==> src/rtl/p2s_slave_pkg.sv <==
// Shared definitions for the p2s serial status link: FSM state encodings and the
// counter-width helper, also used by s2p_master users.
package p2s_slave_pkg;

  typedef enum logic [1:0] {
    ST_IDLE  = 2'd0,
    ST_LOAD  = 2'd1,
    ST_SHIFT = 2'd2,
    ST_OVER  = 2'd3
  } state_t;

  // Ceiling log2, never less than 1 so a counter always has at least one bit.
  function automatic int clogb2(input int n);
    int w;
    w = 0;
    while ((1 << w) < n) w++;
    if (w < 1) w = 1;
    return w;
  endfunction

endpackage

==> src/rtl/p2s_slave_sync_edge.sv <==
// Synchronizer for one asynchronous input with level, rise and fall outputs.
// Edges are detected against one extra registered copy of the synchronized level.
module sync_edge #(
  parameter int   STAGES  = 2,
  parameter logic RST_VAL = 1'b0
) (
  input  logic clk,
  input  logic rst,
  input  logic d,
  output logic level,
  output logic rise,
  output logic fall
);

  logic [STAGES-1:0] chain;
  logic              prev;

  always_ff @(posedge clk or posedge rst) begin
    if (rst) begin
      chain <= {STAGES{RST_VAL}};
      prev  <= RST_VAL;
    end else begin
      chain <= {chain[STAGES-2:0], d};
      prev  <= chain[STAGES-1];
    end
  end

  assign level = chain[STAGES-1];
  assign rise  = level & ~prev;
  assign fall  = ~level & prev;

endmodule

==> src/rtl/p2s_slave.sv <==
// Far end of the serial status link: snapshots pi while sld_n is low, then shifts it
// out LSB-first on so, one bit per falling edge of the master's sclk.
module p2s_slave
  import p2s_slave_pkg::*;
#(
  parameter int   NBIT        = 64,
  parameter int   SYNC_STAGES = 2,
  parameter logic IDLE_LVL    = 1'b0
) (
  input  logic            clk,
  input  logic            rst,
  input  logic [NBIT-1:0] pi,
  input  logic            sclk,
  input  logic            sld_n,
  output logic            so,
  output logic            busy,
  output logic            frame_done,
  output logic            frame_err,
  output logic [1:0]      dbg_state
);

  localparam int            CW   = clogb2(NBIT);
  localparam logic [CW-1:0] LAST = CW'(NBIT - 1);

  // Handshake: there is no valid/ready pair on this link. The master owns timing;
  // sld_n low means "load", each sclk fall advances one bit, and the master samples
  // so on sclk rise, so so must be stable for a full half-period before each rise.

  logic sclk_s, sclk_rise, sclk_fall;
  logic sld_n_s, sld_rise, sld_fall;

  sync_edge #(.STAGES(SYNC_STAGES), .RST_VAL(1'b0)) u_sync_sclk (
    .clk   (clk),
    .rst   (rst),
    .d     (sclk),
    .level (sclk_s),
    .rise  (sclk_rise),
    .fall  (sclk_fall)
  );

  sync_edge #(.STAGES(SYNC_STAGES), .RST_VAL(1'b1)) u_sync_sld (
    .clk   (clk),
    .rst   (rst),
    .d     (sld_n),
    .level (sld_n_s),
    .rise  (sld_rise),
    .fall  (sld_fall)
  );

  // Only the sclk fall and the sld_n level drive the FSM.
  logic edges_unused;
  assign edges_unused = ^{sclk_s, sclk_rise, sld_rise, sld_fall};

  state_t          state, state_n;
  logic [CW-1:0]   bit_cnt, bit_cnt_n;
  logic [NBIT-1:0] sh, sh_n;
  logic            so_n, busy_n, done_n, err_n;

  always_ff @(posedge clk or posedge rst) begin
    if (rst) begin
      state      <= ST_IDLE;
      bit_cnt    <= '0;
      sh         <= '0;
      so         <= IDLE_LVL;
      busy       <= 1'b0;
      frame_done <= 1'b0;
      frame_err  <= 1'b0;
    end else begin
      state      <= state_n;
      bit_cnt    <= bit_cnt_n;
      sh         <= sh_n;
      so         <= so_n;
      busy       <= busy_n;
      frame_done <= done_n;
      frame_err  <= err_n;
    end
  end

  always_comb begin
    state_n   = state;
    bit_cnt_n = bit_cnt;
    sh_n      = sh;
    so_n      = so;
    done_n    = 1'b0;
    err_n     = 1'b0;
    if (!sld_n_s) begin
      // Load beats a simultaneous sclk fall; resampled every clk while low.
      sh_n      = pi;
      so_n      = pi[0];
      bit_cnt_n = '0;
      state_n   = ST_LOAD;
      if (state == ST_SHIFT) begin
        if (bit_cnt == LAST) done_n = 1'b1;
        else                 err_n  = 1'b1;
      end
    end else begin
      case (state)
        ST_LOAD:  state_n = ST_SHIFT;
        ST_SHIFT: begin
          if (sclk_fall) begin
            if (bit_cnt != LAST) begin
              sh_n      = sh >> 1;
              so_n      = sh[1];
              bit_cnt_n = bit_cnt + 1'b1;
            end else begin
              state_n = ST_OVER;
              so_n    = IDLE_LVL;
              err_n   = 1'b1;
            end
          end
        end
        default: state_n = state;
      endcase
    end
    busy_n = (state_n == ST_SHIFT);
  end

  assign dbg_state = state;

endmodule

==> config.mk <==
export PLATFORM = sky130hd
export DESIGN_NAME = p2s_slave
export DESIGN_NICKNAME = d
export VERILOG_FILES = /design/src/rtl/p2s_slave_pkg.sv /design/src/rtl/p2s_slave_sync_edge.sv /design/src/rtl/p2s_slave.sv
export SDC_FILE = /design/constraint.sdc
export NUM_CORES = 1
export LEC_CHECK = 0
export ABC_CLOCK_PERIOD_IN_PS = 2890
export BUFFER_PORTS_ARGS = -buffer_cell sky130_fd_sc_hd__buf_4
export CORE_ASPECT_RATIO = 0.7
export CORE_MARGIN = 2
export CORE_UTILIZATION = 32
export CTS_BUF_LIST = sky130_fd_sc_hd__clkbuf_16
export DETAILED_ROUTE_END_ITERATION = 10
export PLACE_DENSITY = 0.58
export SYNTH_ARGS = -nofsm -noshare
export SYNTH_HDL_FRONTEND = slang
export SYNTH_SLANG_ARGS = --single-unit
==> constraint.sdc <==
create_clock -name clk -period 2.89 [get_ports clk]
set_input_delay 0 -clock clk [delete_from_list [all_inputs] [get_ports clk]]
set_output_delay 0 -clock clk [all_outputs]
set_load 0.01 [all_outputs]
## Yosys cells after proc, flatten, opt, wreduce, memory -nomap -nowiden

Cells that the tools add are included.
W data, S select, Z words.

| word-level totals | value |
|---|---|
| input bits | 68 |
| bits in registers | 81 |

| operators by class | value |
|---|---|
| equal/unequal tests | 8 |
| muxes and demuxes | 25 |
| reduce and logical (&&, ||, !) cells | 2 |
| bitwise logic cells | 2 |
| $add $sub $neg | 1 |

Operators by type and width:

| cell | number |
|---|---|
| $mux W64 | 4 |
| $mux W6 | 4 |
| $mux W1 | 13 |
| $add A6 B1 Y6 const B | 1 |
| $eq A6 B6 Y1 const B | 1 |
| $mux W2 | 3 |
| $ne A2 B2 Y1 const B | 3 |
| $ne A6 B6 Y1 const B | 1 |
| $eq A2 B2 Y1 const B | 2 |
| $pmux W2 S2 | 1 |
| $reduce_and A3 Y1 | 1 |
| $eq A2 B1 Y1 const B | 1 |
| $reduce_and A2 Y1 | 1 |
| $and A1 B1 Y1 | 1 |
| $not A1 Y1 | 1 |

## Longest topological paths before layout

Gate-level depths: netlist of run 1.

| depth | value |
|---|---|
| depth in word-level cells | 6 |
| gate-level depth with buffers | 7 |

## Hierarchy

From an unflattened synthesis of run 1, not the netlist that was laid out.

| second synthesis, totals | value |
|---|---|
| cells, all modules | 513 |
| area total of the unflattened synthesis | 4838.4 sq um |

Modules (own cells, without submodules):

| module | cells an instance | area each (sq um) | times used | seq. area each (sq um) |
|---|---|---|---|---|
| p2s_slave | 501 | 4647.0 | 1 | 1876.8 |
| sync_edge (u_sync_sld) | 6 | 97.6 | 1 | 78.8 |
| sync_edge (u_sync_sclk) | 6 | 93.8 | 1 | 75.1 |

## Worst setup path after synthesis of run 1

OpenSTA, ideal clock, no wires.

| timing | value |
|---|---|
| path kind | register to register |
| from | register state[0] (netlist: dbg_state[0]) |
| to | register sh[10] |
| library setup time | 0.082 ns |
| arrival | 1.412 ns |
| stages on the path, launching flop included | 8 |
| path slack | 1.396 ns |
| period minus slack after synthesis | 1.494 ns |
| buffers on the path | 2 |
| required time | 2.808 ns |
| cells stage by stage | dfrtp_1 > inv_1 > ha_1 > and3b_1 > buf_6 > buf_8 > o211ai_2 > a31oi_1 |

| between the ends | value |
|---|---|
| longest elaborated chain between the ends | 3 |

Ends and longest elaborated chain:

| what | RTL line | source |
|---|---|---|
| start, declared | p2s_slave.sv:54 | `state_t state, state_n;` |
| start signal, assigned | p2s_slave.sv:69 | `state <= state_n;` |
| $eq A2 B2 Y1 | p2s_slave.sv:97 | `case (state)` |
| $ne A2 B2 Y1 (no source line) | - |  |
| $reduce_and A3 Y1 (no source line) | - |  |
| end signal, assigned | p2s_slave.sv:71 | `sh <= sh_n;` |
| end, declared | p2s_slave.sv:56 | `logic [NBIT-1:0] sh, sh_n;` |

No other way between the ends.
A chain may end at the register's enable or synchronous reset.

## Worst setup path after layout of run 1

| timing | value |
|---|---|
| from | register bit_cnt[0] |
| to | register sh[20] |

| between the ends | value |
|---|---|
| longest elaborated chain between the ends | 3 |

Ends and longest elaborated chain:

| what | RTL line | source |
|---|---|---|
| start, declared | p2s_slave.sv:55 | `logic [CW-1:0] bit_cnt, bit_cnt_n;` |
| start signal, assigned | p2s_slave.sv:70 | `bit_cnt <= bit_cnt_n;` |
| $ne A6 B6 Y1 | p2s_slave.sv:101 | `if (bit_cnt != LAST) begin` |
| $ne A2 B2 Y1 (no source line) | - |  |
| $reduce_and A3 Y1 (no source line) | - |  |

No other way between the ends.

==> results.toml, run 1 <==
[outcome]
status = "complete, no violations"

[setup_path]
crit_path_end_kind = "flip-flop"
path_max_fanout = 46
criticalPathCategory = "flip-flop to flip-flop"
start_kind = "flip-flop"
arrival_ps = 2330
cp_data_required_time_ps = 3150

[synthesis]
yosys_register_bits = 80
ys_warn_count = 0
async_flop_share_pct = 100
postSynthAreaPerCell_um2 = 9.72
ys_types = 32
synth-seq-area-share_pct = 40.7
synth.cell_area_mm2 = 0.00493
synth-edff-count = 0
synthFlopType = "dfrtp_1"
syn-num-nets = 578
netlist_instances = 507

[global_routing]
grt_max_degree = 76
grt_pass1_wl_um = 22600
grt_overflow_total = 0
first_global_vias = 4448
antenna_found_initial = 0
track_usage_pct = 16.8

[sta]
fin_crit_sh_pct = 71.7
maxSlewHeadroom_pct = 33.1
fin_tns_setup_ps = 0
tightestPinTransition_ps = 1000
maxSlewViolCount = 0
fin_ws_ps = 819
fmax_ghz = 0.483
fin_worst_skew_ps = 7.41
period_minus_slack_ps = 2070
setup_viol = 0
hold_violations = 0
rsz0062_at_grt = "false"

[routing]
drt-wirelength-per-cell_um = 16.3
viasPerCell = 5.52
drtPass1Iterations = 5
drc = 0
drt_iter0_drc = 379
vias = 4468
ant_nets = 0
wl_um = 13200

[clocking]
clk_pin_slew_ps = 60
cts_max_level = 3
clock_path_buffers = 2
cts-root-buf = "clkbuf_16"
insertion_delay_ps = 350
clock-sinks = 80
cts_buffers = 9
cts_tree = "yes"
post_cts_resized = 0

[placement]
port_buffers = 73
dpl.hpwl_um = 7600
dpl-instance-area_mm2 = 0.00549
dpl_worst_slack_ps = 841
gp_congestion = 0.740

[final_layout]
layout_commonest_cell = "buf_4"
final_cell_mix = "85 x buf_4, 77 x dfrtp_1, 67 x dlygate4sd3_1"
insertedDiodeCount = 0
syn_to_final_growth_pct = 31.0
drive_above_1_share_pct = 26.1
fillers = 1441
final_nets = 680
stdcell_area_mm2 = 0.00645

[floorplan]
die_area_mm2 = 0.0164
start_util_pct = 33.2
num_rows = 37
fp.coreArea_mm2 = 0.0149
die_height_um = 108
fp.dieW_um = 152
io-pin-count = 74

[min_path]
hold_path.class = "input pin to flip-flop"

[pwr]
p_leak_nw = 2.50
finalPower_mw = 2.90
ir_worst_vdd_mv = 0.273
powerDensity_mw_per_mm2 = 450

[run]
cap_viol_max_count = 0
-- cells by family after synthesis --
family                     count (synthesis)  share of synthesized area [%]
DFF                                       80                           40.7
muxes                                      5                           1.02
AOI/OAI and AO/OA                        199                           35.2
buffers and inverters                     70                           8.30
and+or+nand+nor                          150                           14.0
adders and majority gates                  3                          0.762
-- area by class of cell --
class	count	area [um^2]	area share, %
well taps	195	244	3.78
clock inverters	7	62.6	0.970
multi-input cells	357	2530	39.3
flip-flops and latches	80	2010	31.1
inverters	7	27.5	0.427
repair buffers	154	1350	20.9
clock buffers	9	225	3.49
-- what timing repair did --
item | CTS | global route
hold buffers | 67 | 0
buffers inserted | 0 | 0
setup endpoints to repair | 0 | 0
hold endpoints to repair | 117 | 0
-- state kept, by name, indices dropped and copies added (netlist names) --
signal and cells:
bit_cnt 6, busy 1, dbg_state 2, frame_done 1, frame_err 1, sh 63
so 1, u_sync_sclk.chain 2, u_sync_sclk.prev 1, u_sync_sld.chain 2
-- stage by stage --
stage               instances  utilization [%]  hold slack, ps
floorplan                 507                -            4.48
global placement          726             37.0             111
detailed placement        726             37.0             110
CTS                       809             43.4             281
global route              809             43.4             294
finish                    809             43.4             297
-- path summary, 6_finish.rpt --
path / from / to / slack, ps / cells after the start
worst max-delay path: bit_cnt[0] / sh[20] / 820 / 5
worst min-delay path: sld_n / u_sync_sld.chain[0] / 300 / 2
worst max register to register: bit_cnt[0] / sh[20] / 820 / 5
worst min register to register: u_sync_sclk.chain[0] / u_sync_sclk.chain[1] / 350 / 0
max in group asynchronous: rst / sh[7] / 1710 / 4
min in group asynchronous: rst / sh[19] / 410 / 3
-- layer usage --
layer / GRT usage, % / wire [um] / vias to the layer above
met3: 3.95 / 719 / 9
li1: - / - / 2143
met4: 4.07 / 101 / 0
met1: 23.9 / 6490 / 2175
met2: 25.8 / 5890 / 141
met5: 0 / 0 / -
-- synthesized netlist by cell type (5+ instances only) --
master | n | area [um^2]
a2bb2oi_1 | 62 | 543
a31oi_1 | 65 | 407
buf_2 | 30 | 150
buf_6 | 7 | 78.8
buf_8 | 5 | 75.1
clkbuf_1 | 21 | 78.8
dfrtp_1 | 78 | 1950
inv_1 | 7 | 26.3
mux2i_1 | 5 | 50.1
nand2_1 | 10 | 37.5
nand3_1 | 63 | 315
nor2_1 | 64 | 240
o211ai_1 | 14 | 105
o211ai_2 | 50 | 626
-- power breakdown --
| part | total (mW) | internal [mW] | switching (mW) |
|---|---|---|---|
| clock | 1.13 | 0.660 | 0.471 |
| combinational | 0.444 | 0.244 | 0.200 |
| sequential | 1.33 | 1.23 | 0.0989 |
| total | 2.90 | 2.13 | 0.770 |
-- worst max-delay path, cell delays in order (launching register included) --
cell      delay (ps)
dfrtp_1          430
ha_2             230
nand2_4          530
buf_4            430
o211ai_2         100
a31oi_1          230
No activity file was read; power rests on OpenSTA's default activity.
==> run 2, diff against run 1 <==
- ABC_AREA: default -> 1
- ABC_CLOCK_PERIOD_IN_PS: 2890 -> 1880
- PLACE_DENSITY: 0.58 -> 0.61
- clock period: 2.89 -> 1.88 ns (I/O delays scaled with it)
==> run 2 against run 1 <==
Core utilization up 2.2 points. Register-to-register slack got worse by 640 ps. Fmax grew 22%. Sequential share of layout area up 6.2 points. Largest cell class is now registers. Routed wire length fell by 38%. Critical endpoint is now sh[41]. Design area decreased by 17%. First-iteration DRC count fell by 52%. Synthesized cell count decreased by 2.2%. Final cell count shrank 4.3%.
==> results.toml, run 2 <==
[routing]
drtPass1Iterations = 4
ant_nets = 0
drt_iter0_drc = 182
drt-wirelength-per-cell_um = 10.6
drc = 0
wl_um = 8170
vias = 3374
viasPerCell = 4.36

[final_layout]
drive_above_1_share_pct = 17.5
final_nets = 683
reg.largest.list = "sh (63), bit_cnt (6)"
utilization_pct = 45.6
stdcell_area_mm2 = 0.00537
syn_to_final_growth_pct = 38.4
layout_commonest_cell = "nand2_1"
top_register = "sh"
final_cell_mix = "150 x nand2_1, 85 x o21ai_0, 78 x dfrtp_1, 78 x buf_4, 77 x inv_1"
insertedDiodeCount = 0
largest_reg_flops = 63

[clocking]
clock-sinks = 80
cts_tree = "yes"
cts_max_level = 3
cts_buffers = 9
clock_path_buffers = 2
clk_pin_slew_ps = 60
insertion_delay_ps = 330
post_cts_buffers = 0
cts-root-buf = "clkbuf_16"

[synthesis]
synth.cell_area_mm2 = 0.00388
synth_common_cells = "150 x nand2_1, 85 x o21ai_0, 78 x dfrtp_1"
syn-num-nets = 567
synth.most_common_cell = "nand2_1"
ys_types = 22
synthFlopType = "dfrtp_1"
yosys.area.top_type = "dfrtp_1"
yosys_register_bits = 80
synth-edff-count = 0
ys_warn_count = 0
synth-seq-area-share_pct = 51.7
netlist_instances = 496
postSynthAreaPerCell_um2 = 7.82
yosys-top-cells-area = "dfrtp_1 50%, nand2_1 15%, o21ai_0 11%"
yosysTopAreaCellShare_pct = 50.3
async_flop_share_pct = 100

[sta]
period_minus_slack_ps = 1700
setup_viol = 0
fin_worst_skew_ps = 7.88
whs_ps = 9.82
maxSlewViolCount = 0
maxSlewHeadroom_pct = 56.1
hold_violations = 0
fmax_ghz = 0.589
tightestPinTransition_ps = 658
fin_crit_sh_pct = 90.3
rsz0062_at_grt = "true"

[setup_path]
rr_startpoint = "bit_cnt[1]"
cp_data_required_time_ps = 2090
arrival_ps = 1900
path_max_fanout = 59
r2r_cells = 9
r2r_end = "sh[41]"
criticalPathCategory = "flip-flop to flip-flop"
crit_path_end_kind = "flip-flop"
start_kind = "flip-flop"
r2r_slack_ps = 180

[min_path]
hold_path.class = "input pin to flip-flop"
worstHoldEndpoint = "sh[54]"
min_from = "pi[54]"
hold_path_depth = 5

[global_routing]
grt_overflow_total = 0
grt_max_degree = 82
grt_pass1_wl_um = 14200
antenna_found_initial = 0
first_global_vias = 3119
track_usage_pct = 13.8

[floorplan]
io-pin-count = 74
start_util_pct = 33.0
num_rows = 33
fp.coreArea_mm2 = 0.0118
die_height_um = 96.1
die_area_mm2 = 0.0130
fp.dieW_um = 136

[pwr]
pwr-share-seq_pct = 46.5
p_sw_share_pct = 26.0
p_leak_nw = 2.66
p_switching_mw = 1.11
power_frac_comb_pct = 17.9
clkPwrFrac_pct = 35.6
powerDensity_mw_per_mm2 = 792
p_int_mw = 3.15
ir_worst_vdd_mv = 0.422

[outcome]
status = "complete, no violations"

[placement]
gp_congestion = 0.802
dpl.hpwl_um = 5300
port_buffers = 73
dpl-instance-area_mm2 = 0.00457

[run]
cap_viol_max_count = 0
run 2: changes by cell type after synthesis, moves of 11 or more:
cell / change
a2bb2oi_1: -62
a31oi_1: -65
buf_2: -16
clkbuf_1: -11
inv_1: +68
nand2_1: +140
nand3_1: -50
nor2_1: -54
o211ai_1: -14
o211ai_2: -50
o21ai_0: +82
o21ai_1: +34
run 2: cell families (layout without fill, tap and decap cells):
group | count (synthesis) | after routing | share of synthesized area (%)
AOI/OAI and AO/OA | 125 | 125 | 16.6
xor gates and xnor gates | 1 | 1 | 0.226
adders and majority gates | 3 | 3 | 0.968
buffers and inverters | 104 | 225 | 11.3
DFF | 80 | 80 | 51.7
and+or+nand+nor | 183 | 183 | 19.3
run 2: area by class of cell:
type	instances	area (um^2)
tap	157	196
inverter	76	290
fill	1173	6400
multi-input combinational	312	1450
clock buffer	9	225
clock inverter	7	32.5
sequential	80	2000
timing repair buffer	133	1170
run 2: how the worst max path moves through the flow:
stage                            start     end  slack (ps)  cells past startpoint
after global routing        bit_cnt[0]  sh[44]          -2                      9
final                       bit_cnt[1]  sh[41]         180                      9
after global placement      bit_cnt[0]  sh[56]         230                      9
after floorplan           dbg_state[0]  sh[36]         320                      8
after CTS                   bit_cnt[0]  sh[41]         140                      9
after detailed placement    bit_cnt[1]  sh[25]         150                      8
run 2: repair_timing:
action	in CTS	in global routing
hold endpoints to repair	76	0
setup endpoints to repair	0	28
hold buffers	52	0
gates resized for setup	0	2
run 2: through the flow:
stage | power (mW) | instances | setup WS [ps] | TNS [ps]
after CTS | 4.33 | 774 | 137 | 0
after detailed placement | 2.69 | 706 | 149 | 0
after global placement | 2.67 | 706 | 227 | 0
after floorplan | 2.44 | 496 | 317 | 0
final | 4.25 | 774 | 182 | 0
after global routing | 4.54 | 774 | -2.38 | -2.38
run 2: power by group through the flow:
stage | Sequential, mW | Combinational [mW] | Clock (mW)
final | 1.98 | 0.762 | 1.51
after global routing | 2.00 | 0.891 | 1.65
after detailed placement | 2.01 | 0.677 | 0
after CTS | 1.98 | 0.768 | 1.58
after global placement | 2.01 | 0.662 | 0
after floorplan | 2.00 | 0.441 | 0
run 2: worst max-delay path, cell delays in order (launching register included):
cell and delay (ps):
dfrtp_1 380, ha_1 180, nand2_1 80, inv_1 180, nand2_4 100, nand2_4 140
nand2_8 110, buf_16 210, nand2_1 90, o21ai_0 80
run 2: per-layer routing:
| layer | track usage [%] | wire length, um | share of wire [%] |
|---|---|---|---|
| met5 | 0 | 0 | 0 |
| met4 | 3.65 | 77 | 0.94 |
| met3 | 4.27 | 431 | 5.3 |
| met2 | 21.5 | 3500 | 43 |
| met1 | 18.7 | 4160 | 51 |
==> run 3, diff against run 2 <==
- SYNTH_HIERARCHICAL: default -> 1
==> run 3 against run 2 <==
Register-to-register slack hardly changed. Non-clock buffer count stayed put. Die area is 0.69% higher. Clock skew is 3.5 ps lower. Routed wire length is 6.6% higher.
==> results.toml, run 3 <==
[clocking]
cts_max_level = 3
cts_buffers = 9
cts_tree = "yes"
clock-sinks = 80
cts-root-buf = "clkbuf_16"
insertion_delay_ps = 340
clock_path_buffers = 2
clk_pin_slew_ps = 60

[placement]
dpl-instance-area_mm2 = 0.00462
dpl_worst_slack_ps = 170
dpl.hpwl_um = 5610
port_buffers = 73
gp_congestion = 0.846

[pwr]
p_sw_share_pct = 23.6
clkPwrFrac_pct = 43.0
finalPower_mw = 4.87
p_leak_nw = 2.70
ir_worst_vdd_mv = 0.411
power_frac_comb_pct = 16.2
p_int_mw = 3.72
powerDensity_mw_per_mm2 = 885
pwr-share-seq_pct = 40.8
p_switching_mw = 1.15

[synthesis]
synth.cell_area_mm2 = 0.00391
ys_warn_count = 6
netlist_instances = 494
postSynthAreaPerCell_um2 = 7.91
syn-num-nets = 565

[min_path]
hold_path_depth = 5
min_from = "pi[18]"
worstHoldEndpoint = "sh[18]"
hold_path.class = "input pin to flip-flop"

[routing]
viasPerCell = 4.41
vias = 3407
drtPass1Iterations = 4
wl_um = 8710
ant_nets = 0
drc = 0
drt-wirelength-per-cell_um = 11.3
drt_iter0_drc = 209

[floorplan]
die_area_mm2 = 0.0131
start_util_pct = 33.1
num_rows = 33
die_height_um = 96.5
fp.dieW_um = 136
fp.coreArea_mm2 = 0.0118
io-pin-count = 74

[sta]
maxSlewHeadroom_pct = 60.3
fmax_ghz = 0.588
tightestPinTransition_ps = 594
fin_ws_ps = 179
maxSlewViolCount = 0
fin_tns_setup_ps = 0
fin_worst_skew_ps = 4.42
hold_violations = 0
fin_crit_sh_pct = 90.5
rsz0062_at_grt = "false"
setup_viol = 0
period_minus_slack_ps = 1700

[setup_path]
start_kind = "flip-flop"
crit_path_end_kind = "flip-flop"
cp_data_required_time_ps = 2090
cp_cell_sequence = "ha_1 -> nand2_1 -> inv_1 -> nand2_4 -> nand2_4 -> nand2_4 -> clkbuf_16 -> o21ai_0"
path_delay_family = "simple AND/OR/NAND/NOR gates"
path_max_fanout = 32
rr_startpoint = "bit_cnt[0]"
slowest_delay_ps = 400
r2r_slack_ps = 180
timing.critical_path.buf_inv = 2
critPathSlowestCell = "dfrtp_1"
criticalPathCategory = "flip-flop to flip-flop"
arrival_ps = 1920
crit_top_cell = "nand2_4"
r2r_end = "sh[49]"
r2r_cells = 8

[run]
cap_viol_max_count = 0

[global_routing]
antenna_found_initial = 1
grt_pass1_wl_um = 14500
track_usage_pct = 14.1
grt_overflow_total = 0
grt_max_degree = 68
first_global_vias = 3137

[final_layout]
final_nets = 680
largest_reg_flops = 63
top_register = "sh"
syn_to_final_growth_pct = 40.8
reg.largest.list = "sh (63), bit_cnt (6)"
stdcell_area_mm2 = 0.00550
drive_above_1_share_pct = 19.4
utilization_pct = 46.6
final_cell_mix = "144 x nand2_1, 92 x o21ai_0, 79 x buf_4"
layout_commonest_cell = "nand2_1"

[outcome]
status = "complete, no violations"
## run 3: final cells by class
cell class,count,area (um^2)
Timing Repair Buffer,133,1200
Clock buffer,9,225
Multi-Input combinational cell,307,1440
Inverter,78,298
Tap cell,157,196
Clock inverter,7,134
Antenna cell,1,2.50
Sequential cell,80,2000
Fill cell,1155,6310
## run 3: worst max path at each step
stage,slack (ps),startpoint,to,cells after the start
6_report,180,bit_cnt[0],sh[49],8
5_1_grt,30,bit_cnt[0],sh[12],9
4_1_cts,150,bit_cnt[0],sh[13],9
3_5_place_dp,170,bit_cnt[0],sh[58],9
3_3_place_gp,240,bit_cnt[0],sh[47],8
2_1_floorplan,300,dbg_state[0],sh[10],8
## run 3: layer usage
metal  up-vias  part of all wire [%]  global-route usage [%]
met2        81                    43                    20.4
met5         -                     0                       0
met4         0                   1.5                    4.69
met3        11                   5.8                    4.38
met1      1544                    50                    19.9
li1       1771                     -                       -
## run 3: worst min-delay path, delay by kind of cell
kind | cells | cell delay [ps]
compound gates | 2 | 130
buf+inv | 1 | 80
simple gates | 2 | 90
## run 3: through the flow
stage	instances	hold slack [ps]
floorplan	494	-246
global placement	705	-96.3
detailed placement	705	-89.7
CTS	770	0.0996
global route	772	28.6
finish	772	8.73
## run 3: what timing repair did
action                                  in CTS  in global routing
resized for setup                            0                  1
endpoints found under the setup margin       0                 20
buffers inserted                             0                  0
hold buffers                                49                  0
hold endpoints to repair                    76                  0
## run 3: power by group through the flow
stage | Sequential, mW | Clock [mW] | Combinational, mW
6_report | 1.98 | 2.10 | 0.788
5_1_grt | 2.00 | 2.24 | 0.911
4_1_cts | 1.99 | 2.15 | 0.785
3_5_place_dp | 2.02 | 0 | 0.699
3_3_place_gp | 2.01 | 0 | 0.685
2_1_floorplan | 2.01 | 0 | 0.458
